[src/rtl/hdmi_video_rx.sv]
// rtl/hdmi_video_rx.sv - HDMI parallel video sink: timing measurement, lock FSM, framed pixel stream
module hdmi_video_rx #(
    parameter int DATA_W      = 24,
    parameter int H_CNT_W     = 12,
    parameter int V_CNT_W     = 11,
    parameter int LOCK_FRAMES = 2
) (
    input  logic               clk_i,
    input  logic               rst_i,
    input  logic               vsync_i,
    input  logic               hsync_i,
    input  logic               de_i,
    input  logic [DATA_W-1:0]  data_i,
    output logic               pix_valid_o,
    output logic [DATA_W-1:0]  pix_data_o,
    output logic               pix_sof_o,
    output logic               pix_eol_o,
    output logic               locked_o,
    output logic               timing_err_o,
    output logic [H_CNT_W-1:0] h_total_o,
    output logic [H_CNT_W-1:0] h_active_o,
    output logic [V_CNT_W-1:0] v_total_o,
    output logic [V_CNT_W-1:0] v_active_o
);
    typedef enum logic [1:0] {ST_UNLOCKED, ST_CHECK, ST_LOCKED} state_t;

    // Input pipeline: stage 1, stage 2, plus hsync stage 3 for end-of-line on hsync rise
    logic vs1_q, hs1_q, de1_q, vs2_q, hs2_q, de2_q, hs3_q;
    logic [DATA_W-1:0] d1_q, d2_q;

    // Line / frame measurement
    logic [H_CNT_W-1:0] h_cnt_q, h_cnt_d, a_cnt_q, a_cnt_d, fr_len_q, fr_len_d, fr_act_q, fr_act_d;
    logic [V_CNT_W-1:0] v_cnt_q, v_cnt_d, va_cnt_q, va_cnt_d;
    logic line_started_q, line_started_d, line_sat_q, line_sat_d;
    logic fr_started_q, fr_started_d, fr_bad_q, fr_bad_d, fr_have_len_q, fr_have_len_d;
    logic v_sat_q, v_sat_d;

    // Values of the frame closing on this cycle (includes a line closing on the same cycle)
    logic line_close, line_bad, cl_bad, cl_have_len, cl_vsat, frame_ok, frame_match;
    logic [H_CNT_W-1:0] cl_len, cl_act;
    logic [V_CNT_W-1:0] cl_vt;

    // Lock FSM and reference
    state_t state_q, state_d;
    logic [3:0] match_cnt_q, match_cnt_d;
    logic [H_CNT_W-1:0] ref_ht_q, ref_ht_d, ref_ha_q, ref_ha_d, h_total_q, h_total_d, h_active_q, h_active_d;
    logic [V_CNT_W-1:0] ref_vt_q, ref_vt_d, ref_va_q, ref_va_d, v_total_q, v_total_d, v_active_q, v_active_d;
    logic locked_q, locked_d, timing_err_q, timing_err_d, drop, wd_trip;

    // Pixel output
    logic fwd_q, fwd_d, sof_pend_q, sof_pend_d;
    logic pv_q, pv_d, psof_q, psof_d, peol_q, peol_d;
    logic [DATA_W-1:0] pd_q, pd_d;

    logic vs_rise, hs_rise, de_rise;

    assign vs_rise = vs1_q & ~vs2_q;
    assign hs_rise = hs1_q & ~hs2_q;
    assign de_rise = de1_q & ~de2_q;

    // Close the current line/frame and advance the line and frame counters
    always_comb begin
        h_cnt_d        = h_cnt_q;
        a_cnt_d        = a_cnt_q;
        line_started_d = line_started_q | hs_rise;
        line_sat_d     = line_sat_q;
        fr_started_d   = fr_started_q;

        line_close  = hs_rise & line_started_q;
        line_bad    = line_sat_q
                    | (fr_have_len_q & (h_cnt_q != fr_len_q))
                    | ((a_cnt_q != '0) & (fr_act_q != '0) & (a_cnt_q != fr_act_q));
        cl_bad      = fr_bad_q | (line_close & line_bad);
        cl_have_len = fr_have_len_q | line_close;
        cl_len      = (line_close & ~fr_have_len_q) ? h_cnt_q : fr_len_q;
        cl_act      = (line_close & (fr_act_q == '0)) ? a_cnt_q : fr_act_q;
        cl_vsat     = v_sat_q | (hs_rise & (v_cnt_q == '1));
        cl_vt       = (hs_rise & (v_cnt_q != '1)) ? v_cnt_q + 1'b1 : v_cnt_q;
        frame_ok    = fr_started_q & ~cl_bad & cl_have_len & ~cl_vsat & (cl_vt != '0);
        frame_match = (cl_len == ref_ht_q) & (cl_act == ref_ha_q)
                    & (cl_vt == ref_vt_q) & (va_cnt_q == ref_va_q);

        if (hs_rise) begin
            h_cnt_d    = H_CNT_W'(1);
            a_cnt_d    = de1_q ? H_CNT_W'(1) : '0;
            line_sat_d = 1'b0;
        end else begin
            if (h_cnt_q != '1) h_cnt_d = h_cnt_q + 1'b1;
            else               line_sat_d = 1'b1;
            if (de1_q && (a_cnt_q != '1)) a_cnt_d = a_cnt_q + 1'b1;
        end

        if (vs_rise) begin
            fr_started_d  = 1'b1;
            fr_bad_d      = 1'b0;
            fr_have_len_d = 1'b0;
            fr_len_d      = '0;
            fr_act_d      = '0;
            v_cnt_d       = '0;
            va_cnt_d      = de_rise ? V_CNT_W'(1) : '0;
            v_sat_d       = 1'b0;
        end else begin
            fr_bad_d      = cl_bad;
            fr_have_len_d = cl_have_len;
            fr_len_d      = cl_len;
            fr_act_d      = cl_act;
            v_cnt_d       = cl_vt;
            v_sat_d       = cl_vsat | (de_rise & (va_cnt_q == '1));
            va_cnt_d      = (de_rise & (va_cnt_q != '1)) ? va_cnt_q + 1'b1 : va_cnt_q;
        end
    end

    // Lock FSM: evaluate the closing frame at each vsync rise; watchdog on missing hsync
    always_comb begin
        state_d      = state_q;
        match_cnt_d  = match_cnt_q;
        ref_ht_d     = ref_ht_q;
        ref_ha_d     = ref_ha_q;
        ref_vt_d     = ref_vt_q;
        ref_va_d     = ref_va_q;
        h_total_d    = h_total_q;
        h_active_d   = h_active_q;
        v_total_d    = v_total_q;
        v_active_d   = v_active_q;
        drop         = 1'b0;
        wd_trip      = (state_q == ST_LOCKED) & line_sat_q & ~hs_rise;

        if (state_q == ST_LOCKED) begin
            if (wd_trip || (vs_rise && !(frame_ok && frame_match))) begin
                state_d     = ST_UNLOCKED;
                match_cnt_d = '0;
                drop        = 1'b1;
            end
        end else if (vs_rise) begin
            if (!frame_ok) begin
                state_d     = ST_UNLOCKED;
                match_cnt_d = '0;
            end else if ((state_q == ST_CHECK) && frame_match) begin
                match_cnt_d = match_cnt_q + 4'd1;
            end else begin
                state_d     = ST_CHECK;
                match_cnt_d = 4'd1;
                ref_ht_d    = cl_len;
                ref_ha_d    = cl_act;
                ref_vt_d    = cl_vt;
                ref_va_d    = va_cnt_q;
            end
            if (frame_ok && (match_cnt_d >= 4'(LOCK_FRAMES))) begin
                state_d    = ST_LOCKED;
                h_total_d  = cl_len;
                h_active_d = cl_act;
                v_total_d  = cl_vt;
                v_active_d = va_cnt_q;
            end
        end

        locked_d     = (state_d == ST_LOCKED);
        timing_err_d = drop;
    end

    // Pixel path: forward stage-2 pixels of frames opened while locked
    always_comb begin
        fwd_d      = fwd_q;
        sof_pend_d = sof_pend_q;
        pv_d       = de2_q & fwd_q & ~drop;
        pd_d       = d2_q;
        psof_d     = pv_d & sof_pend_q;
        peol_d     = pv_d & (~de1_q | (hs2_q & ~hs3_q));
        if (vs_rise) begin
            fwd_d      = (state_d == ST_LOCKED);
            sof_pend_d = (state_d == ST_LOCKED);
        end else if (pv_d) begin
            sof_pend_d = 1'b0;
        end
        if (drop) fwd_d = 1'b0;
    end

    // State registers
    always_ff @(posedge clk_i or posedge rst_i) begin
        if (rst_i) begin
            vs1_q <= 1'b0; hs1_q <= 1'b0; de1_q <= 1'b0; d1_q <= '0;
            vs2_q <= 1'b0; hs2_q <= 1'b0; de2_q <= 1'b0; d2_q <= '0; hs3_q <= 1'b0;
            h_cnt_q <= '0; a_cnt_q <= '0; line_started_q <= 1'b0; line_sat_q <= 1'b0;
            fr_started_q <= 1'b0; fr_bad_q <= 1'b0; fr_have_len_q <= 1'b0;
            fr_len_q <= '0; fr_act_q <= '0; v_cnt_q <= '0; va_cnt_q <= '0; v_sat_q <= 1'b0;
            state_q <= ST_UNLOCKED; match_cnt_q <= '0;
            ref_ht_q <= '0; ref_ha_q <= '0; ref_vt_q <= '0; ref_va_q <= '0;
            h_total_q <= '0; h_active_q <= '0; v_total_q <= '0; v_active_q <= '0;
            locked_q <= 1'b0; timing_err_q <= 1'b0;
            fwd_q <= 1'b0; sof_pend_q <= 1'b0;
            pv_q <= 1'b0; pd_q <= '0; psof_q <= 1'b0; peol_q <= 1'b0;
        end else begin
            vs1_q <= vsync_i; hs1_q <= hsync_i; de1_q <= de_i; d1_q <= data_i;
            vs2_q <= vs1_q; hs2_q <= hs1_q; de2_q <= de1_q; d2_q <= d1_q; hs3_q <= hs2_q;
            h_cnt_q <= h_cnt_d; a_cnt_q <= a_cnt_d;
            line_started_q <= line_started_d; line_sat_q <= line_sat_d;
            fr_started_q <= fr_started_d; fr_bad_q <= fr_bad_d; fr_have_len_q <= fr_have_len_d;
            fr_len_q <= fr_len_d; fr_act_q <= fr_act_d; v_cnt_q <= v_cnt_d; va_cnt_q <= va_cnt_d;
            v_sat_q <= v_sat_d;
            state_q <= state_d; match_cnt_q <= match_cnt_d;
            ref_ht_q <= ref_ht_d; ref_ha_q <= ref_ha_d; ref_vt_q <= ref_vt_d; ref_va_q <= ref_va_d;
            h_total_q <= h_total_d; h_active_q <= h_active_d;
            v_total_q <= v_total_d; v_active_q <= v_active_d;
            locked_q <= locked_d; timing_err_q <= timing_err_d;
            fwd_q <= fwd_d; sof_pend_q <= sof_pend_d;
            pv_q <= pv_d; pd_q <= pd_d; psof_q <= psof_d; peol_q <= peol_d;
        end
    end

    assign pix_valid_o  = pv_q;
    assign pix_data_o   = pd_q;
    assign pix_sof_o    = psof_q;
    assign pix_eol_o    = peol_q;
    assign locked_o     = locked_q;
    assign timing_err_o = timing_err_q;
    assign h_total_o    = h_total_q;
    assign h_active_o   = h_active_q;
    assign v_total_o    = v_total_q;
    assign v_active_o   = v_active_q;
endmodule

[config.mk]
export PLATFORM = sky130hd
export DESIGN_NAME = hdmi_video_rx
export DESIGN_NICKNAME = d
export VERILOG_FILES = /design/src/rtl/hdmi_video_rx.sv
export SDC_FILE = /design/constraint.sdc
export NUM_CORES = 1
export LEC_CHECK = 0
export ABC_CLOCK_PERIOD_IN_PS = 15000
export CAP_MARGIN = 0
export CORE_MARGIN = 2
export CORE_UTILIZATION = 45
export DETAILED_ROUTE_END_ITERATION = 12
export PLACE_DENSITY_LB_ADDON = 0.05
export SLEW_MARGIN = 0
export SYNTH_ARGS = -nofsm -noshare
export SYNTH_HDL_FRONTEND = slang
export SYNTH_SLANG_ARGS = --single-unit
[constraint.sdc]
create_clock -name clk_i -period 15 [get_ports clk_i]
set_input_delay 3.75 -clock clk_i [delete_from_list [all_inputs] [get_ports clk_i]]
set_output_delay 3.75 -clock clk_i [all_outputs]
set_load 0.05 [all_outputs]
Yosys cells after proc, flatten, opt, wreduce, memory -nomap -nowiden:

Index checks and enable logic that the tools add are counted.

* equality and inequality tests: 17
* magnitude comparators: 1
* muxes and demuxes: 38
* add/subtract/negate cells: 5
* reductions and logical operators: 20
* bitwise logic cells: 48

Operators with widths (count)
* $mux W12: 8
* $mux W11: 4
* $and A1 B1 Y1: 28
* $mux W4: 7
* $add A12 B1 Y12 const B: 2
* $eq A12 B12 Y1: 2
* $ne A12 B12 Y1: 2
* $ne A12 B12 Y1 const B: 2
* $reduce_bool A12 Y1: 2
* $add A11 B1 Y11 const B: 2
* $eq A11 B11 Y1: 2
* $eq A11 B11 Y1 const B: 2
* $ne A11 B11 Y1 const B: 2
* $mux W1: 13
* $logic_not A12 Y1: 1
* $mux W2: 6
* $not A1 Y1: 12
* $reduce_bool A2 Y1: 6
* $reduce_bool A11 Y1: 1
* $or A1 B1 Y1: 8
* $logic_and A1 B1 Y1: 5
* $add A4 B1 Y4 const B: 1
* $eq A2 B2 Y1 const B: 2
* $ge A4 B2 Y1 const B: 1
* other kinds (8): 8

* output and inout port bits: 75
* word-level logic and storage cells: 168
* register bits: 260
* input bits: 29

Logic depth before layout (Yosys ltp):

Gate-level depths: netlist (run 1).

* word-level depth: 22
* depth in mapped cells: 14
* mapped depth without buffers: 10

Least setup slack after synthesis (run 1):

OpenSTA, ideal clock, no wires.

* path type: reg-to-output
* start: reg h_active_q[0] (netlist: h_active_o[0])
* end: out h_active_o[0]
* path buffers: 0
* arrival: 0.600 ns
* data required time: 11.250 ns
* stages on the path, launching flop included: 1
* slack: 10.650 ns
* cells stage by stage: dfrtp_1

RTL lines
* from (decl): line 46 `logic [H_CNT_W-1:0] ref_ht_q, ref_ht_d, ref_ha_q, ref_ha_d, h_total_q, h_total_d, h_active_q, h_active_d;`
* from (signal assigned): line 202 `h_total_q <= h_total_d; h_active_q <= h_active_d;`
* to (decl): line 21 `output logic [H_CNT_W-1:0] h_active_o,`

No word-level cell between the ends.

Worst setup path after layout (run 1):

* start: reg h_total_q[1] (netlist: h_total_o[1])
* end: out h_total_o[1]

RTL lines
* from (decl): line 46
* from (signal assigned): line 202
* to (decl): line 20 `output logic [H_CNT_W-1:0] h_total_o,`

No word-level cell between the ends.

==> results of run 1 <==
cells in the mapped netlist (all sizes together), types with 3 or more instances:
| master | number |
|---|---|
| a41oi | 5 |
| ha | 6 |
| o22ai | 4 |
| nor2 | 115 |
| a21o | 6 |
| nor3b | 4 |
| nand3b | 4 |
| and4 | 10 |
| nor4b | 5 |
| mux2i | 21 |
| a32oi | 3 |
| nand4 | 25 |
| clkbuf | 44 |
| and2 | 4 |
| a211oi | 5 |
| o211ai | 4 |
| a21oi | 55 |
| xnor2 | 38 |
| o221ai | 4 |
| nand2b | 10 |
| nor4 | 14 |
| and3b | 4 |
| o21ai | 54 |
| xor2 | 49 |
| mux2 | 25 |
| nor3 | 12 |
| nand2 | 62 |
| dfrtp | 260 |
| and3 | 11 |
| nor2b | 13 |
| o2111ai | 3 |
| a31oi | 7 |
| inv | 21 |
| nand3 | 23 |
| buf | 13 |
| or4 | 3 |
| or3 | 3 |
cell type report:
class	count	area share [%]
flip-flops and latches	260	49.47
multi-input cells	645	31.60
repair buffers	110	8.239
clock buffers	40	6.051
well taps	324	3.082
clock inverters	11	0.9038
inverters	21	0.6565
state kept, by name (all words and copies together) (netlist names), 12 cells and up:
signal / cells
d1_q: 24
fr_act_q: 12
h_active_o: 12
pix_data_o: 24
h_cnt_q: 12
a_cnt_q: 12
ref_ht_q: 12
ref_ha_q: 12
d2_q: 24
h_total_o: 12
fr_len_q: 12
report_power, final:
part           switching, mW  internal (mW)  total [mW]
Clock                  0.273          0.402       0.676
Sequential            0.0775          0.774       0.852
Combinational          0.166          0.132       0.298
Total                  0.516           1.31        1.82
final timing paths:
check	start	to	depth (start not counted)	slack, ps
max in group asynchronous	rst_i	ref_vt_q[6]	3	9800
min in group asynchronous	rst_i	pix_data_o[21]	2	3830
setup reg to reg	fr_act_q[2]	v_active_o[2]	9	10120
hold reg to reg	d2_q[15]	pix_data_o[15]	0	340
setup / recovery	h_total_o[1]	h_total_o[1]	1	9520
hold / removal	d2_q[15]	pix_data_o[15]	0	340
cells by family (layout without fill, tap and decap cells):
family | Yosys count | in the layout | synth area share (%)
AND/OR/NAND/NOR | 330 | 330 | 15.59
flip-flops | 260 | 260 | 59.48
AO/OA/AOI/OAI | 176 | 176 | 9.941
XOR/XNOR | 87 | 87 | 6.966
buffers and inverters | 78 | 182 | 2.803
multiplexers | 46 | 46 | 4.530
adder cells (fa/ha/maj) | 6 | 6 | 0.6863
routing by layer:
layer	GRT usage (%)	vias to the layer above	wire length, microns
met3	3.870	48	1425
met1	27.42	3657	11310
met4	6.061	0	651
met2	29.57	178	10700
li1	-	3605	-
met5	0	-	0
through the flow:
stage	cell area, sq um	hold WS [ps]	power, mW	util [%]
floorplan	10940	331.2	1.070	-
finish	13150	343.5	1.825	54.56
CTS	13150	343.5	1.848	54.56
global placement	12240	331.2	1.158	50.76
global route	13150	340.8	1.921	54.56
detailed placement	12240	334.7	1.162	50.76
==> results.json, run 1 <==
{
  "finalSetupViolations": 0,
  "grt_pass1_vias": 7400,
  "avgSynthCellArea_sq_um": 11.13,
  "final_cell_mix": "dfrtp_1 (260), nor2_1 (115), clkdlybuf4s50_1 (103)",
  "critPathRequiredTime_ps": 11250,
  "ctsResizeCount": 0,
  "fin_ws_ps": 9519,
  "synthCells": 983,
  "clkSinkCount": 260,
  "totalWireLength_microns": 24090,
  "wire_per_inst_microns": 17.07,
  "drt_iter0_markers": 446,
  "multiInputGateArea_sq_um": 4155,
  "yosysUniqueCellTypes": 70,
  "drtAntennaViolNets": 0,
  "synth_top_cell_by_area": "dfrtp_1",
  "die_w_microns": 159.9,
  "syn_area_sq_um": 10940,
  "cts_buffer_depth": 3,
  "portBuffers": 103,
  "max-slew-margin-rel_pct": 32.59,
  "fin_crit_ps": 5481,
  "maxCapViolations": 0,
  "antenna_found_initial": 0,
  "critPathBufInv": 1,
  "worstPathCellList": "clkdlybuf4s50_1",
  "fp.dieArea_sq_um": 25570,
  "viasPerCell": 5.307,
  "syn_to_final_growth_pct": 20.24,
  "cp-start-kind": "flip-flop",
  "ys_warn_count": 0,
  "cp.arrival_ps": 1730,
  "core_sq_um": 24110,
  "grt_pass1_wl_microns": 39760,
  "finalCritPeriodShare_pct": 36.54,
  "worstMarginPinSlew_ps": 1011,
  "grt_max_degree": 151,
  "slowest_delay_ps": 820,
  "dp_slack_ps": 9136,
  "root_buffer": "clkbuf_16",
  "rows": 57,
  "stdcell_count": 1411,
  "netlist_top_cells_area": "dfrtp_1 (59%), nor2_1 (3.9%), xor2_1 (3.9%)",
  "area.sequential_sq_um": 6506,
  "cts_inserted_buffers": 28,
  "track_usage_pct": 19.15,
  "gr-total-overflow": 0,
  "layout_commonest_cell": "dfrtp_1",
  "h-tree-depth": 1,
  "cts_setup_buffers": 0,
  "layout-drive-gt1-share_pct": 6.900,
  "holdBufCountCts": 0,
  "dp_hpwl_microns": 16150,
  "nets": 1101,
  "cp_max_fo": 2,
  "syn_nets": 1018,
  "cts_tree": "done",
  "ys_seq_area_share_pct": 59.48,
  "num-fill-cells": 2190,
  "place_congestion": 0.8756,
  "rsz0062_at_grt": "no",
  "status": "completed",
  "die_y_microns": 159.9,
  "critPathTopFamily": "buffers and inverters",
  "end_kind": "primary output",
  "drc": 0,
  "synth_edf_count": 0,
  "irDropWorstVdd_mv": 0.1063,
  "timing_hold_violations_final": 0,
  "power_density_nw_per_um2": 138.8,
  "synth-seq-cells": 260,
  "skew_ps": 12.42,
  "insertedDiodeCount": 0,
  "drt_pass1_iterations": 5,
  "critPathKind": "flip-flop to primary output",
  "dp.cells": 1360,
  "ios": 104,
  "postSynth.asyncResetShare_pct": 100.0,
  "fin_setup_tns_ps": 0,
  "hold_class": "flip-flop to flip-flop",
  "ys.flop_type": "dfrtp_1",
  "clk_pin_slew_ps": 60,
  "vias": 7488,
  "drv_slew": 0,
  "start_util_pct": 45.38,
  "cp_slowest_cell": "clkdlybuf4s50_1",
  "power.leakage_nw": 5.888,
  "fmax_mhz": 182.4,
  "yosysTopAreaCellShare_pct": 59.48,
  "clock_latency_ps": 550
}
Note: power is estimated with default switching activity, not from simulation.
==> inputs of run 2 (changes only) <==
Settings changed: ABC_CLOCK_PERIOD_IN_PS 15000 to 5100.
Clock period 15 ns to 5.1 ns, I/O delays scaled along.
==> results.json, run 2 (synthesis gave the netlist of run 1 again) <==
{
  "rr_startpoint": "hs2_q",
  "cts_tree": "done",
  "gr-total-overflow": 0,
  "stdcell_area_sq_um": 13360,
  "reg2reg_to": "v_active_o[4]",
  "worstMarginPinSlew_ps": 1085,
  "drt_iter0_markers": 430,
  "rows": 57,
  "core_sq_um": 24110,
  "drt_pass1_iterations": 5,
  "multiInputGateArea_sq_um": 4155,
  "rsz0062_at_grt": "no",
  "worstPathCellList": "nand4bb_1 > mux2i_1 > xor2_1 > o21ai_0 > or4b_1 > nor4_4 > nand4_4 > buf_4 > mux2_1",
  "status": "completed",
  "wire_per_inst_microns": 18.18,
  "h-tree-depth": 1,
  "die_y_microns": 159.9,
  "power.leakage_nw": 5.996,
  "irDropWorstVdd_mv": 0.2863,
  "timing_hold_violations_final": 0,
  "finalSetupViolations": 0,
  "cp_slowest_cell": "nand4bb_1",
  "slowest_delay_ps": 660,
  "portBuffers": 103,
  "worst-r2r-setup-slack_ps": 770,
  "place_congestion": 0.9512,
  "cp-startpoint": "hs2_q",
  "nets": 1113,
  "holdBufCountCts": 0,
  "grt_max_degree": 168,
  "cts_setup_buffers": 0,
  "clock_latency_ps": 550,
  "syn_to_final_growth_pct": 22.18,
  "ios": 104,
  "num-fill-cells": 2130,
  "fin_crit_ps": 4334,
  "holdWs_ps": 342.7,
  "antenna_found_initial": 0,
  "clkSinkCount": 260,
  "layout_commonest_cell": "dfrtp_1",
  "drtAntennaViolNets": 0,
  "cp-endpoint": "v_active_o[4]",
  "critPathBufInv": 1,
  "p_total_mw": 5.614,
  "skew_ps": 8.427,
  "cts_buffer_depth": 3,
  "fp.dieArea_sq_um": 25570,
  "fmax_mhz": 230.7,
  "dp.cells": 1371,
  "drc": 0,
  "path_depth": 9,
  "insertedDiodeCount": 0,
  "layout-drive-gt1-share_pct": 8.455,
  "critPathRequiredTime_ps": 5540,
  "finalCritPeriodShare_pct": 84.98,
  "max-slew-margin-rel_pct": 27.46,
  "placed_area_sq_um": 12340,
  "clk_pin_slew_ps": 60,
  "die_w_microns": 159.9,
  "fin_ws_ps": 766.3,
  "fin_setup_tns_ps": 0,
  "dp_slack_ps": 800.2,
  "maxCapViolations": 0,
  "start_util_pct": 45.38,
  "end_kind": "flip-flop",
  "vias": 7606,
  "stdcell_count": 1424,
  "cp_max_fo": 20,
  "totalWireLength_microns": 25880,
  "cp-start-kind": "flip-flop",
  "rr_worst_depth": 9,
  "root_buffer": "clkbuf_16",
  "grt_pass1_vias": 7582,
  "power_density_nw_per_um2": 420.1,
  "ctsResizeCount": 0,
  "hold_class": "flip-flop to flip-flop",
  "grt_pass1_wl_microns": 42700,
  "critPathTopFamily": "simple AND/OR/NAND/NOR gates",
  "viasPerCell": 5.341,
  "final_cell_mix": "dfrtp_1 (260), nor2_1 (115), clkdlybuf4s50_1 (103)",
  "critPathKind": "flip-flop to flip-flop",
  "drv_slew": 0,
  "dp_hpwl_microns": 17710,
  "area.sequential_sq_um": 6506,
  "cts_inserted_buffers": 29,
  "track_usage_pct": 20.82,
  "cp.arrival_ps": 4770,
  "final_util_pct": 55.44
}
[run 2: changes by cell type in the layout (fill, tap and decap cells not counted), sizes merged]
cell / delta
buf: +11
clkbuf: -4
inv: +1
clkinv: +2
bufinv: +2
clkinvlp: +1
[run 2: report_power, final]
| part | internal, mW | switching (mW) |
|---|---|---|
| Sequential | 2.28 | 0.232 |
| Clock | 1.33 | 0.867 |
| Combinational | 0.404 | 0.507 |
[run 2: per-layer routing]
layer  global-route usage [%]  vias to the layer above  routed length, microns
met1                    29.71                     3705                   11700
li1                         -                     3634                       -
met2                    33.31                      214                   12060
met4                    4.791                        0                     576
met5                        0                        -                       0
met3                    4.000                       53                    1544
[run 2: worst min-delay path by stage]
stage               startpoint        endpoint  slack, ps  depth (start not counted)
floorplan              d1_q[0]         d2_q[0]        330                          0
global placement      d1_q[12]        d2_q[12]        330                          0
detailed placement    d1_q[12]        d2_q[12]        330                          0
CTS                   d2_q[14]  pix_data_o[14]        340                          0
global route          d2_q[14]  pix_data_o[14]        350                          0
finish                d2_q[14]  pix_data_o[14]        340                          0
[run 2: final cells by class]
cell class,count,area share [%]
clock buffers,36,6.001
clock inverters,17,1.657
inverters,21,0.6179
multi-input cells,645,31.09
flip-flops and latches,260,48.68
well taps,324,3.033
repair buffers,121,8.913
[run 2: worst register-to-register path, delay by kind of cell (launching register included)]
family                 cells  cell delay (ps)
flip-flops                 1              480
multiplexers               2              900
buffers and inverters      1              340
XOR/XNOR                   1              230
AO/OA/AOI/OAI              1              110
AND/OR/NAND/NOR            4             2150
